==> src/rtl/sg_cfg_ctrl.sv <==
// rtl/sg_cfg_ctrl.sv - sync-generator timing reconfiguration sequencer with frame watchdog
// New timing words are latched into shadows and only applied on a VSYNC_ref falling edge.
module sg_cfg_ctrl #(
    parameter int VS_TIMEOUT   = 2000000,
    parameter int SETTLE_LINES = 4
) (
    input  logic        PCLK,
    input  logic        reset,
    input  logic        VSYNC_ref,
    input  logic        HSYNC_ref,
    input  logic        cfg_req,
    input  logic [31:0] cfg_h_info,
    input  logic [31:0] cfg_v_info,
    input  logic [31:0] cfg_x_info,
    output logic [31:0] h_info,
    output logic [31:0] v_info,
    output logic [31:0] x_info,
    output logic        sg_reset_n,
    output logic        cfg_busy,
    output logic        cfg_done,
    output logic        no_sync
);

    localparam int              WD_W      = $clog2(VS_TIMEOUT + 1);
    localparam logic [WD_W-1:0] WD_MAX    = WD_W'(VS_TIMEOUT);
    localparam logic [7:0]      LINE_LAST = 8'(SETTLE_LINES - 1);

    typedef enum logic [2:0] {
        S_IDLE,
        S_WAIT_VS,
        S_APPLY,
        S_SETTLE,
        S_RUN
    } state_t;

    state_t          r_state;
    state_t          w_state_nx;

    logic            r_vs_prev;
    logic            r_hs_prev;
    logic            w_vs_fall;
    logic            w_hs_fall;

    logic [WD_W-1:0] r_watchdog;
    logic [WD_W-1:0] w_watchdog_nx;
    logic            r_no_sync;

    logic [31:0]     r_sh_h;
    logic [31:0]     r_sh_v;
    logic [31:0]     r_sh_x;
    logic [31:0]     r_h_info;
    logic [31:0]     r_v_info;
    logic [31:0]     r_x_info;
    logic            r_pending;
    logic            r_valid;

    logic [7:0]      r_line_cnt;
    logic            r_sg_reset_n;
    logic            w_sg_reset_n_nx;
    logic            r_cfg_done;
    logic            w_cfg_done_nx;
    logic            w_apply;

    assign w_vs_fall = r_vs_prev & ~VSYNC_ref;
    assign w_hs_fall = r_hs_prev & ~HSYNC_ref;

    always_comb begin
        w_watchdog_nx = r_watchdog;
        if (w_vs_fall) begin
            w_watchdog_nx = '0;
        end else if (r_watchdog != WD_MAX) begin
            w_watchdog_nx = r_watchdog + WD_W'(1);
        end
    end

    always_ff @(posedge PCLK) begin
        if (reset) begin
            r_vs_prev  <= 1'b1;
            r_hs_prev  <= 1'b1;
            r_watchdog <= WD_MAX;
            r_no_sync  <= 1'b1;
        end else begin
            r_vs_prev  <= VSYNC_ref;
            r_hs_prev  <= HSYNC_ref;
            r_watchdog <= w_watchdog_nx;
            r_no_sync  <= (w_watchdog_nx == WD_MAX);
        end
    end

    // Sync loss outranks every other transition and parks the generator in reset.
    always_comb begin
        w_state_nx      = r_state;
        w_sg_reset_n_nx = r_sg_reset_n;
        w_cfg_done_nx   = 1'b0;
        w_apply         = 1'b0;
        if ((r_state != S_IDLE) && r_no_sync) begin
            w_state_nx      = S_IDLE;
            w_sg_reset_n_nx = 1'b0;
        end else begin
            case (r_state)
                S_IDLE: begin
                    w_sg_reset_n_nx = 1'b0;
                    if (!r_no_sync && (r_pending || r_valid)) begin
                        w_state_nx = S_WAIT_VS;
                    end
                end
                S_WAIT_VS: begin
                    if (w_vs_fall) begin
                        w_state_nx = S_APPLY;
                    end
                end
                S_APPLY: begin
                    w_sg_reset_n_nx = 1'b0;
                    w_apply         = 1'b1;
                    w_state_nx      = S_SETTLE;
                end
                S_SETTLE: begin
                    w_sg_reset_n_nx = 1'b0;
                    if (w_hs_fall && (r_line_cnt == LINE_LAST)) begin
                        w_state_nx      = S_RUN;
                        w_sg_reset_n_nx = 1'b1;
                        w_cfg_done_nx   = 1'b1;
                    end
                end
                S_RUN: begin
                    if (r_pending) begin
                        w_state_nx = S_WAIT_VS;
                    end
                end
                default: begin
                    w_state_nx      = S_IDLE;
                    w_sg_reset_n_nx = 1'b0;
                end
            endcase
        end
    end

    always_ff @(posedge PCLK) begin
        if (reset) begin
            r_state      <= S_IDLE;
            r_sg_reset_n <= 1'b0;
            r_cfg_done   <= 1'b0;
            r_line_cnt   <= '0;
        end else begin
            r_state      <= w_state_nx;
            r_sg_reset_n <= w_sg_reset_n_nx;
            r_cfg_done   <= w_cfg_done_nx;
            if (w_apply) begin
                r_line_cnt <= '0;
            end else if ((r_state == S_SETTLE) && w_hs_fall) begin
                r_line_cnt <= r_line_cnt + 8'd1;
            end
        end
    end

    // APPLY copies the shadows as they stood before any request landing in that same cycle.
    always_ff @(posedge PCLK) begin
        if (reset) begin
            r_sh_h    <= '0;
            r_sh_v    <= '0;
            r_sh_x    <= '0;
            r_h_info  <= '0;
            r_v_info  <= '0;
            r_x_info  <= '0;
            r_pending <= 1'b0;
            r_valid   <= 1'b0;
        end else begin
            if (cfg_req) begin
                r_sh_h <= cfg_h_info;
                r_sh_v <= cfg_v_info;
                r_sh_x <= cfg_x_info;
            end
            if (w_apply && r_pending) begin
                r_h_info <= r_sh_h;
                r_v_info <= r_sh_v;
                r_x_info <= r_sh_x;
                r_valid  <= 1'b1;
            end
            if (cfg_req) begin
                r_pending <= 1'b1;
            end else if (w_apply) begin
                r_pending <= 1'b0;
            end
        end
    end

    assign h_info     = r_h_info;
    assign v_info     = r_v_info;
    assign x_info     = r_x_info;
    assign sg_reset_n = r_sg_reset_n;
    assign cfg_done   = r_cfg_done;
    assign no_sync    = r_no_sync;
    assign cfg_busy   = r_pending | (r_state == S_WAIT_VS) | (r_state == S_APPLY)
                      | (r_state == S_SETTLE);

endmodule

==> config.mk <==
export PLATFORM = sky130hd
export DESIGN_NAME = sg_cfg_ctrl
export DESIGN_NICKNAME = d
export VERILOG_FILES = /design/src/rtl/sg_cfg_ctrl.sv
export SDC_FILE = /design/constraint.sdc
export NUM_CORES = 1
export LEC_CHECK = 0
export CAP_MARGIN = 20
export CELL_PAD_IN_SITES_DETAIL_PLACEMENT = 1
export CELL_PAD_IN_SITES_GLOBAL_PLACEMENT = 2
export CORE_UTILIZATION = 30
export DETAILED_ROUTE_END_ITERATION = 6
export PLACE_DENSITY_LB_ADDON = 0.1
export SETUP_SLACK_MARGIN = 0.3
export SLEW_MARGIN = 20
export SYNTH_ARGS = -nofsm -noshare
export SYNTH_HDL_FRONTEND = slang
export SYNTH_SLANG_ARGS = --single-unit
==> constraint.sdc <==
create_clock -name PCLK -period 2.3 [get_ports PCLK]
set_input_delay 0.46 -clock PCLK [delete_from_list [all_inputs] [get_ports PCLK]]
set_output_delay 0.46 -clock PCLK [all_outputs]
set_load 0.01 [all_outputs]
**After elaboration in Yosys (flattened, before gate mapping)**

Index checks and enable logic that the tools add are counted.
W data, S select, Z words.

- Add/subtract/negate cells: 2
- Equality and inequality tests: 11
- Mux-type cells: 13
- Bitwise operators: 8
- Reductions and logical operators: 15

Operator list:

| kind | count |
|---|---|
| $mux W21 | 2 |
| $add A21 B1 Y21 const B | 1 |
| $eq A21 B21 Y1 const B | 1 |
| $ne A21 B21 Y1 const B | 1 |
| $pmux W3 S5 | 1 |
| $mux W3 | 4 |
| $add A8 B1 Y8 const B | 1 |
| $eq A8 B2 Y1 const B | 1 |
| $ne A2 B2 Y1 const B | 4 |
| $eq A3 B2 Y1 const B | 2 |
| $reduce_or A2 Y1 | 3 |
| $logic_and A1 B1 Y1 | 5 |
| $mux W1 | 5 |
| $reduce_and A4 Y1 | 1 |
| $eq A3 B1 Y1 const B | 1 |
| $eq A3 B3 Y1 const B | 1 |
| $logic_not A3 Y1 | 1 |
| $not A1 Y1 | 3 |
| $or A1 B1 Y1 | 3 |
| $reduce_bool A3 Y1 | 1 |
| $reduce_or A3 Y1 | 1 |
| $and A1 B1 Y1 | 2 |
| $pmux W1 S2 | 1 |
| $reduce_bool A2 Y1 | 1 |
| other kinds (2) | 2 |

- Register bits: 231
- Input port bits: 101
- Output and inout port bits: 100
- Logic and storage cells: 65

**Depth between registers and ports, before layout**

Gate-level depths: netlist of the first run.

- Depth in word-level cells: 5
- Gate-level depth with buffers: 9
- Depth with buffers taken out: 7

**Worst setup path after synthesis of the first run**

No wires, ideal clock.

- Kind: reg-to-reg
- From: register r_watchdog[0]
- To: register r_no_sync (netlist: no_sync)
- Setup time: 0.096 ns
- Data arrival time: 1.728 ns
- Data required time: 2.204 ns
- Setup slack: 0.476 ns
- Stages on the path, launching flop included: 8
- Buffers on the path: 1
- Clock period less this slack: 1.824 ns
- Cells stage by stage: dfxtp_1 ha_1 nand2_1 or3_1 buf_6 a211oi_2 o22ai_1 o41ai_2

- Cells in the longest elaborated chain, start to end: 4
- Elaborated cells on any way between the ends: 5
- Classes of those cells: add/sub (1); eq/ne (2); mux (2)

RTL lines:

| what | RTL line | RTL |
|---|---|---|
| from (decl) | 44 | `logic [WD_W-1:0] r_watchdog;` |
| from (signal assigned) | 85 | `r_watchdog <= w_watchdog_nx;` |
| $add A21 B1 Y21 or $ne A21 B21 Y1 (tied branches) | 72, 71 |  |
| $mux W21 * | 71 | `end else if (r_watchdog != WD_MAX) begin` |
| $mux W21 * | 69 | `if (w_vs_fall) begin` |
| $eq A21 B21 Y1 * | 86 | `r_no_sync <= (w_watchdog_nx == WD_MAX);` |
| to (signal assigned) | 86 |  |
| to (decl) | 46 | `logic r_no_sync;` |

Every way passes the cells marked *; elsewhere a longest branch is shown, timed or not.
A chain may end at the register's enable or synchronous reset.

**Final worst setup path of the first run**

- From: register r_x_info[5] (netlist: x_info[5])
- To: output port x_info[5]

RTL lines:

| what | RTL line | RTL |
|---|---|---|
| from (decl) | 53 | `logic [31:0] r_x_info;` |
| from (signal assigned) | 176 | `r_x_info <= r_sh_x;` |
| to (decl) | 17 | `output logic [31:0] x_info,` |

No word-level cell between the ends.

==> impl_metrics.ini, run 1 <==
[die]
rows = 62
io_pins = 201
die_area_mm2 = 0.0301
start_util_pct = 30.6
die_y_um = 174
core-area_mm2 = 0.0289
die_w_um = 174

[logic_synthesis]
synth_ff_type = dfxtp_1
syn_area_per_cell_um2 = 8.95
synth-adder-area-share_pct = 0.425
synth_cells = 987
synth_xor_area_share_pct = 2.08
yosys.area_share.simple_pct = 20.1
synth_area_leaders = dfxtp_1, mux2i_1, nand2_1
ys_ff_latch = 231
synth_edf_count = 0
synth_top_area_share_pct = 52.3
yosysTopAreaCell = dfxtp_1
synth_cell_types = 62
synth_top_family_by_area = simple AND/OR/NAND/NOR gates
syn_nets = 1091
async_reset_ff_share_pct = 0
synthMuxAreaShare_pct = 11.0
synth-compound-area-share_pct = 9.36
synthesis.area_mm2 = 0.00884
ys_warn_count = 0
seq_area_frac_synth_pct = 52.3

[global_route]
use_met2_pct = 26.6
grt-ovfl-total = 0
gr-usage-met3_pct = 5.59
grt_use_total_pct = 16.5
grt_start_max_net_pins = 114
grt_pass1_wl_um = 40200
grtUsageMet1_pct = 20.9
grt_pass1_vias = 7377
grt_most_used_layer = met2
antenna_found_initial = 2

[worst_setup_path]
cp_num_buf_inv = 1
critPathRequiredTime_ns = 1.84
r2r_setup_slack_ns = 0.40
worst_r2r_endpoint = no_sync$_SDFF_PP1_
cp_slowest_cell = clkdlybuf4s50_1
critical-path-top-delay-family = buffers and inverters
startpoint_type = register
path_depth = 1
worstSetupPathType = register to primary output
worstSetupEndpointType = primary output
critical_path.cell_chain = clkdlybuf4s50_1
critPathArrivalTime_ns = 1.49
worstPathMaxFanout = 2
timing.rr.start = r_watchdog[11]$_SDFF_PP0_
reg2regPathDepth = 5
crit_path_max_incr_delay_ns = 0.56

[worst_hold_path]
whs_path_depth = 2
min_to = r_sh_h[7]$_SDFFE_PP0P_
hp-start = reset
hold_path_class = primary input to register

[sta]
final.setup.tns_ns = 0
post-route-min-period_ns = 1.95
rsz0062_at_grt = yes
final-setup-viol-count = 0
slew_headroom_pct = 61.3
fmax_mhz = 514
fin_crit_sh_pct = 84.6
finalMaxSlewViolations = 0
hold_viol = 0
tightest_slew_ns = 0.580
fin_worst_skew_ns = 0.0147

[place]
gp_congestion = 0.790
hpwl_um = 16400
port_buffers = 200
placedCellCount = 1525

[final_layout]
register_area_mm2 = 0.00464
multi_input_area_mm2 = 0.00385
nFillCells = 3287
nets = 1275
drive_gt1_share_pct = 9.39
final_cells = 1578
syn_to_final_growth_pct = 38.7

[pwr]
swShare_pct = 22.3
internal_power_uw = 7330
power.leakage_uw = 0.00464
ir_drop_v = 0.000395
combPwrFrac_pct = 6.4
switchingPower_uw = 2100
powerDensity_mw_per_mm2 = 769
p_clk_share_pct = 49.0
sequentialPowerShare_pct = 44.6

[routing]
wirelength_um = 25000
dr_total_vias = 7286
first_pass_iters = 4
routedWlPerCell_um = 15.8
via_per_inst = 4.62
postRouteAntennaNets = 0
drcViolationCount = 0
drt-initial-drc-count = 303

[cts]
post_cts_buffers = 0
clockBufferDepth = 3
clk_transition_reported_paths_ns = 0.06
cts-root-buf = clkbuf_16
hold_buffers = 0
clock-sinks = 231
clock_latency_ns = 0.54
cts_tree = yes
cts-htree-levels = 1
cts_buffers = 28

[flow_run]
drv_cap = 0

[status]
status = finished, final reports clean
[Yosys cell counts, drive strengths merged (4+ instances only)]
master	count
a21oi	108
buf	35
clkbuf	35
dfxtp	231
inv	6
mux2i	97
nand2	209
nand2b	7
nand3	15
nand4	8
nor2	125
nor3	11
nor4	9
o21ai	13
or3	4
xnor2	10
xor2	11
[how the worst max path moves through the flow]
stage,start,to,slack (ns)
floorplan,r_watchdog[0]$_SDFF_PP0_,no_sync$_SDFF_PP1_,0.48
global placement,VSYNC_ref,no_sync$_SDFF_PP1_,0.25
detailed placement,r_watchdog[0]$_SDFF_PP0_,no_sync$_SDFF_PP1_,0.20
CTS,r_watchdog[1]$_SDFF_PP0_,no_sync$_SDFF_PP1_,0.31
global route,r_watchdog[11]$_SDFF_PP0_,no_sync$_SDFF_PP1_,0.20
finish,x_info[5]$_SDFFE_PP0P_,x_info[5],0.35
[placed cells by master (no fill, tap or decap), types with 9 or more instances in the layout]
master	Yosys	routed
a21oi_1	108	108
buf_4	6	18
clkbuf_16	0	29
clkdlybuf4s50_1	0	193
clkinv_2	0	9
dfxtp_1	231	224
mux2i_1	97	97
nand2_1	209	208
nand3_1	13	13
nor2_1	125	125
nor3_1	10	9
o21ai_0	13	13
xnor2_1	10	10
xor2_1	11	11
[layout make-up]
cell class | instances | area share [%]
Antenna cell | 1 | 0.0204
Clock buffer | 36 | 6.46
Clock inverter | 16 | 1.53
Inverter | 6 | 0.184
Multi-Input combinational cell | 679 | 31.4
Sequential cell | 231 | 37.8
Tap cell | 384 | 3.92
Timing Repair Buffer | 225 | 18.7
[kinds of logic (layout without fill, tap and decap cells)]
| kind of cell | after synthesis | in the layout |
|---|---|---|
| other | 0 | 1 |
| flip-flops | 231 | 231 |
| XOR/XNOR | 21 | 21 |
| multiplexers | 97 | 97 |
| adder cells (fa/ha/maj) | 3 | 3 |
| AO/OA/AOI/OAI | 146 | 146 |
| AND/OR/NAND/NOR | 412 | 412 |
| buffers and inverters | 77 | 283 |
[metal layers]
metal  up-vias  part of all wire (%)
met5         -                 0.052
met4         2                   2.1
met3        38                   7.4
met2       141                    45
met1      3442                    45
li1       3663                     -
[per-stage QoR]
stage / hold slack, ns / util (%) / area [µm²] / power, µW / setup WS (ns)
2_1_floorplan: 0.431 / - / 8840 / 4610 / 0.476
3_3_place_gp: 0.437 / 38.9 / 11200 / 4890 / 0.249
3_5_place_dp: 0.445 / 38.9 / 11200 / 4910 / 0.204
4_1_cts: 0.251 / 42.3 / 12200 / 9610 / 0.315
5_1_grt: 0.263 / 42.5 / 12300 / 9850 / 0.204
6_report: 0.272 / 42.5 / 12300 / 9430 / 0.354
[timing repair]
item	in CTS	in global routing
resized for setup	6	15
pin swaps	0	1
endpoints found under the setup margin	3	9
gates cloned	0	0
[power groups by stage]
stage          combinational (µW)  sequential [µW]  clock [µW]
3_3_place_gp                  603             4290           0
4_1_cts                       614             4210        4790
2_1_floorplan                 340             4270           0
3_5_place_dp                  613             4290           0
6_report                      606             4210        4620
5_1_grt                       673             4220        4960
[registers in the layout (all words and copies together), names as in the netlist]
register	flops
cfg_done	1
h_info	32
no_sync	1
r_hs_prev	1
r_line_cnt	8
r_pending	1
r_sh_h	32
r_sh_v	32
r_sh_x	32
r_state	3
r_valid	1
r_vs_prev	1
r_watchdog	21
sg_reset_n	1
v_info	32
x_info	32
(Power assumes the default switching activity.)
==> run 2, diff against run 1 <==
--- a/config.mk
+++ b/config.mk
@@ -8,7 +8,7 @@
 export CAP_MARGIN = 20
 export CELL_PAD_IN_SITES_DETAIL_PLACEMENT = 1
 export CELL_PAD_IN_SITES_GLOBAL_PLACEMENT = 2
-export CORE_UTILIZATION = 30
+export CORE_UTILIZATION = 27
 export DETAILED_ROUTE_END_ITERATION = 6
 export PLACE_DENSITY_LB_ADDON = 0.1
 export SETUP_SLACK_MARGIN = 0.3
==> constraint.sdc (replaced) <==
create_clock -name PCLK -period 1.6 [get_ports PCLK]
set_input_delay 0.32 -clock PCLK [delete_from_list [all_inputs] [get_ports PCLK]]
set_output_delay 0.32 -clock PCLK [all_outputs]
set_load 0.01 [all_outputs]
==> run 2 against run 1 <==
  * The run now ends with setup timing left
  * Clock power grew 46%
  * Register-to-register slack worse by 0.49 ns
  * Sequential power increased by 44%
  * Cell count up 12%
  * Setup slack worse by 0.45 ns
  * Die area grew 11%
  * Core utilization rose by 7.1 points
  * Total power rose by 48%
  * Flip-flop and latch count stayed put
  * Non-clock buffer count increased by 143
  * Clock-buffer cell count up 6
  * Clock skew down 0.0079 ns
==> impl_metrics.ini, run 2 (synthesis results as in run 1) <==
[status]
status = complete, but fails checks
violations = setup timing

[worst_hold_path]
hold_path_class = primary input to register

[worst_setup_path]
crit_path_max_incr_delay_ns = 0.36
critPathRequiredTime_ns = 2.03
cp_slowest_cell = dfxtp_4
r2r_setup_slack_ns = -0.09
timing.rr.start = r_watchdog[5]$_SDFF_PP0_
crit_end = no_sync$_SDFF_PP1_
reg2regPathDepth = 6
cp_num_buf_inv = 1
worst_r2r_endpoint = no_sync$_SDFF_PP1_
worstSetupPathType = register to register
worstSetupEndpointType = register
path_depth = 6
critical_path.cell_chain = buf_4, and4bb_2, nand4_1, o211a_1, o211ai_1, o41ai_2
startpoint_type = register
crit_path_start = r_watchdog[5]$_SDFF_PP0_
worstPathMaxFanout = 3
critPathArrivalTime_ns = 2.12
critical-path-top-delay-family = compound AO/OA/AOI/OAI gates

[die]
core-area_mm2 = 0.0319
die_y_um = 183
die_area_mm2 = 0.0335
die_w_um = 183
rows = 65
io_pins = 201
start_util_pct = 27.7

[place]
hpwl_um = 17800
port_buffers = 200
place_worst_setup_slack_ns = -0.284
gp_congestion = 0.838

[sta]
post-route-min-period_ns = 1.69
slew_headroom_pct = 48.4
final.setup.tns_ns = -3.20
fmax_mhz = 590
finalMaxSlewViolations = 0
rsz0062_at_grt = yes
fin_worst_skew_ns = 0.00676
fin_crit_sh_pct = 106
tightest_slew_ns = 0.774
fin_ws_ns = -0.0938
final-setup-viol-count = 87
hold_viol = 0

[cts]
cts_buffers = 28
hold_buffers = 0
cts-root-buf = clkbuf_16
cts_tree = yes
cts-htree-levels = 1
clock_latency_ns = 0.55
clockBufferDepth = 3
clock-sinks = 231
clk_transition_reported_paths_ns = 0.06

[pwr]
ir_drop_v = 0.000753
power.leakage_uw = 0.00699
finalPower_uw = 13900
powerDensity_mw_per_mm2 = 881

[final_layout]
mostFrequentLayoutCell = buf_6
syn_to_final_growth_pct = 79.0
nFillCells = 3414
n_antenna_cell = 0
drive_gt1_share_pct = 52.5
finalCoreUtilization_pct = 49.6
layout_common_cells = buf_6, nor2_1, dfxtp_1
nets = 1421

[global_route]
antenna_found_initial = 1
grt_pass1_vias = 8226
grt_use_total_pct = 17.5
grt-ovfl-total = 0
grt_pass1_wl_um = 46200
grt_start_max_net_pins = 128

[routing]
wirelength_um = 31200
dr_total_vias = 8129
postRouteAntennaNets = 0
first_pass_iters = 4
drcViolationCount = 0
via_per_inst = 4.58
routedWlPerCell_um = 17.6
drt-initial-drc-count = 178

[flow_run]
drv_cap = 0
==> run 2: cell count changes in the layout (fill, tap and decap cells not counted), moves of 12 or more <==
cell             delta
a21oi_1            -90
clkdlybuf4s50_1    -95
dfxtp_4            +13
buf_12             +12
dfxtp_1           -111
buf_4              +77
buf_6             +124
nand2_4            +80
buf_16             +13
a21oi_2            +90
dfxtp_2            +98
nand2_2            +25
nand2_1           -106
==> run 2: timing repair <==
action                     in CTS  in global routing
pin swaps                     107                151
cloned                         14                 11
setup endpoints to repair     228                231
gates resized for setup       798                257
setup buffers                  35                 31
==> run 2: how the worst min path moves through the flow <==
stage	from	to	slack (ns)	depth (start not counted)
after floorplan	HSYNC_ref	r_hs_prev$_SDFF_PP1_	0.43	1
after global placement	r_sh_h[17]$_SDFFE_PP0P_	h_info[17]$_SDFFE_PP0P_	0.44	2
after detailed placement	r_sh_x[29]$_SDFFE_PP0P_	x_info[29]$_SDFFE_PP0P_	0.44	2
after CTS	reset	r_watchdog[7]$_SDFF_PP1_	0.13	3
after global routing	cfg_req	r_sh_h[26]$_SDFFE_PP0P_	0.22	3
final	cfg_req	r_sh_h[26]$_SDFFE_PP0P_	0.22	3
==> run 2: cell type report <==
type | count | area (µm²) | share of cell area [%]
flip-flops and latches | 231 | 4810 | 30.4
multi-input cells | 682 | 5290 | 33.4
repair buffers | 368 | 4170 | 26.3
clock buffers | 42 | 855 | 5.40
clock inverters | 10 | 136 | 0.862
well taps | 435 | 544 | 3.44
inverters | 6 | 25.0 | 0.158
==> run 2: worst min-delay path, stage by stage <==
cell	delay, ns
buf_6	0.18
mux2i_1	0.15
nor2_1	0.07
==> run 2: through the flow <==
step / cells / hold slack, ns / instance area [µm²]
finish: 1774 / 0.224 / 15800
floorplan: 987 / 0.427 / 9060
global placement: 1631 / 0.441 / 11800
global route: 1774 / 0.223 / 15800
CTS: 1732 / 0.132 / 14300
detailed placement: 1631 / 0.444 / 11800
==> run 2: per-layer routing <==
layer | track usage, % | up-vias | wire length [µm]
li1 | - | 3979 | -
met1 | 21.5 | 3951 | 13500
met2 | 29.7 | 147 | 14900
met3 | 5.08 | 50 | 1870
met4 | 5.03 | 2 | 835
met5 | 0 | - | 12
==> run 2: power breakdown <==
part	switching, µW	internal [µW]	leakage [µW]
registers	168	5910	0.00195
clock network	2590	4160	0.000494
logic	507	606	0.00455
==> run 3, diff against run 2 <==
--- a/config.mk
+++ b/config.mk
@@ -10,6 +10,7 @@
 export CELL_PAD_IN_SITES_GLOBAL_PLACEMENT = 2
 export CORE_UTILIZATION = 27
 export DETAILED_ROUTE_END_ITERATION = 6
+export HOLD_SLACK_MARGIN = 0.02
 export PLACE_DENSITY_LB_ADDON = 0.1
 export SETUP_SLACK_MARGIN = 0.3
 export SLEW_MARGIN = 20
==> constraint.sdc (replaced) <==
create_clock -name PCLK -period 1.6 [get_ports PCLK]
set_input_delay 0.32 -clock PCLK [delete_from_list [all_inputs] [get_ports PCLK]]
set_output_delay 0.32 -clock PCLK [all_outputs]
set_load 0.005 [all_outputs]
==> run 3 against run 2 <==
  * The run still ends with setup timing left
  * Setup slack worse by 0.076 ns
  * Wire length is 3.0% higher
  * Clock power shrank 8.0%
  * Non-clock buffer count increased by 27
  * Largest cell class unchanged
  * Largest power group unchanged
==> impl_metrics.ini, run 3 (synthesis results as in run 1) <==
[flow_run]
drv_cap = 0

[global_route]
grt_start_max_net_pins = 84
grt_pass1_wl_um = 48900
grt-ovfl-total = 0
grt_use_total_pct = 18.7
antenna_found_initial = 3
grt_pass1_vias = 8425

[pwr]
switchingPower_uw = 3230
powerDensity_mw_per_mm2 = 844
internal_power_uw = 10200
combPwrFrac_pct = 8.5
sequentialPowerShare_pct = 45.2
power.leakage_uw = 0.00693
p_clk_share_pct = 46.3
ir_drop_v = 0.000862
swShare_pct = 24.1

[worst_setup_path]
startpoint_type = register
critPathArrivalTime_ns = 2.26
reg2regPathDepth = 10
worstSetupEndpointType = register
critPathRequiredTime_ns = 2.09
worstSetupPathType = register to register
worstPathMaxFanout = 8
r2r_setup_slack_ns = -0.17

[routing]
routedWlPerCell_um = 17.8
first_pass_iters = 4
wirelength_um = 32100
postRouteAntennaNets = 0
via_per_inst = 4.56
drcViolationCount = 0
dr_total_vias = 8201
drt-initial-drc-count = 198

[place]
port_buffers = 200
gp_congestion = 0.802
hpwl_um = 18000
place_worst_setup_slack_ns = -0.284
place_area_mm2 = 0.0119

[sta]
fmax_mhz = 565
fin_ws_ns = -0.170
tightest_slew_ns = 0.529
final.setup.tns_ns = -10.36
rsz0062_at_grt = yes
slew_headroom_pct = 64.8
final-setup-viol-count = 114
finalMaxSlewViolations = 0
hold_viol = 0
post-route-min-period_ns = 1.77
fin_crit_sh_pct = 111
fin_worst_skew_ns = 0.0238

[final_layout]
layout_common_cells = nor2_1, dfxtp_1, buf_4
syn_to_final_growth_pct = 80.0
nets = 1446
mostFrequentLayoutCell = nor2_1
finalInstanceArea_mm2 = 0.0159
nFillCells = 3447
drive_gt1_share_pct = 55.2
finalCoreUtilization_pct = 49.9

[cts]
clock_latency_ns = 0.57
clock-sinks = 231
cts-htree-levels = 1
clockBufferDepth = 3
clk_transition_reported_paths_ns = 0.06
cts_buffers = 29
cts-root-buf = clkbuf_16
cts_tree = yes

[status]
violations = setup timing
status = complete, but fails checks

[die]
die_area_mm2 = 0.0335
die_w_um = 183
die_y_um = 183
rows = 65
start_util_pct = 27.7
core-area_mm2 = 0.0319
io_pins = 201

[worst_hold_path]
whs_path_depth = 3
hold_path_class = primary input to register
-- run 3: path summary, 6_finish.rpt --
kind                              to                    start
min reg2reg   v_info[2]$_SDFFE_PP0P_   r_sh_v[2]$_SDFFE_PP0P_
max          h_info[21]$_SDFFE_PP0P_  r_state[0]$_SDFFE_PP0P_
max reg2reg  h_info[21]$_SDFFE_PP0P_  r_state[0]$_SDFFE_PP0P_
min           r_pending$_SDFFE_PP0P_                  cfg_req
-- run 3: final cells by class --
class | instances | area (µm²) | area share (%)
clock inverters | 8 | 58.8 | 0.370
diodes | 2 | 5.00 | 0.0315
well taps | 435 | 544 | 3.42
clock buffers | 42 | 845 | 5.31
repair buffers | 395 | 4280 | 26.9
inverters | 6 | 25.0 | 0.157
multi-input cells | 679 | 5320 | 33.5
flip-flops and latches | 231 | 4820 | 30.3
-- run 3: critical path: stages, from the launching register on --
cell      delay, ns
dfxtp_2        0.34
buf_6          0.12
nand2b_4       0.14
nor3_4         0.16
buf_4          0.14
and2_4         0.17
buf_12         0.16
buf_8          0.12
buf_16         0.15
nand2_4        0.06
a21oi_2        0.14
-- run 3: power groups by stage --
stage / registers, µW / logic (µW) / clock network [µW]
after floorplan: 6140 / 510 / 0
after global placement: 6160 / 958 / 0
after detailed placement: 6160 / 975 / 0
after CTS: 6040 / 1090 / 6440
after global routing: 6080 / 1250 / 6660
final: 6060 / 1140 / 6210
-- run 3: metal layers --
metal,track usage (%),part of all wire (%),vias up
met5,0,0.053,-
met4,3.60,1.4,2
met3,5.56,6.9,29
met2,32.1,50,156
met1,23.1,42,3989
li1,-,-,4025
-- run 3: per-stage QoR --
stage | instances | power [µW] | hold WS (ns)
CTS | 1751 | 13600 | 0.105
detailed placement | 1635 | 7140 | 0.446
global route | 1796 | 14000 | 0.141
floorplan | 987 | 6640 | 0.427
finish | 1798 | 13400 | 0.111
global placement | 1635 | 7120 | 0.438
-- run 3: timing repair --
action / 4_1_cts / 5_1_grt
gates resized for setup: 822 / 222
gates cloned: 21 / 0
endpoints found under the setup margin: 230 / 231
pin swaps: 130 / 108
hold buffers: 0 / 0
endpoints found under the hold margin: 0 / 0
setup buffers: 45 / 45
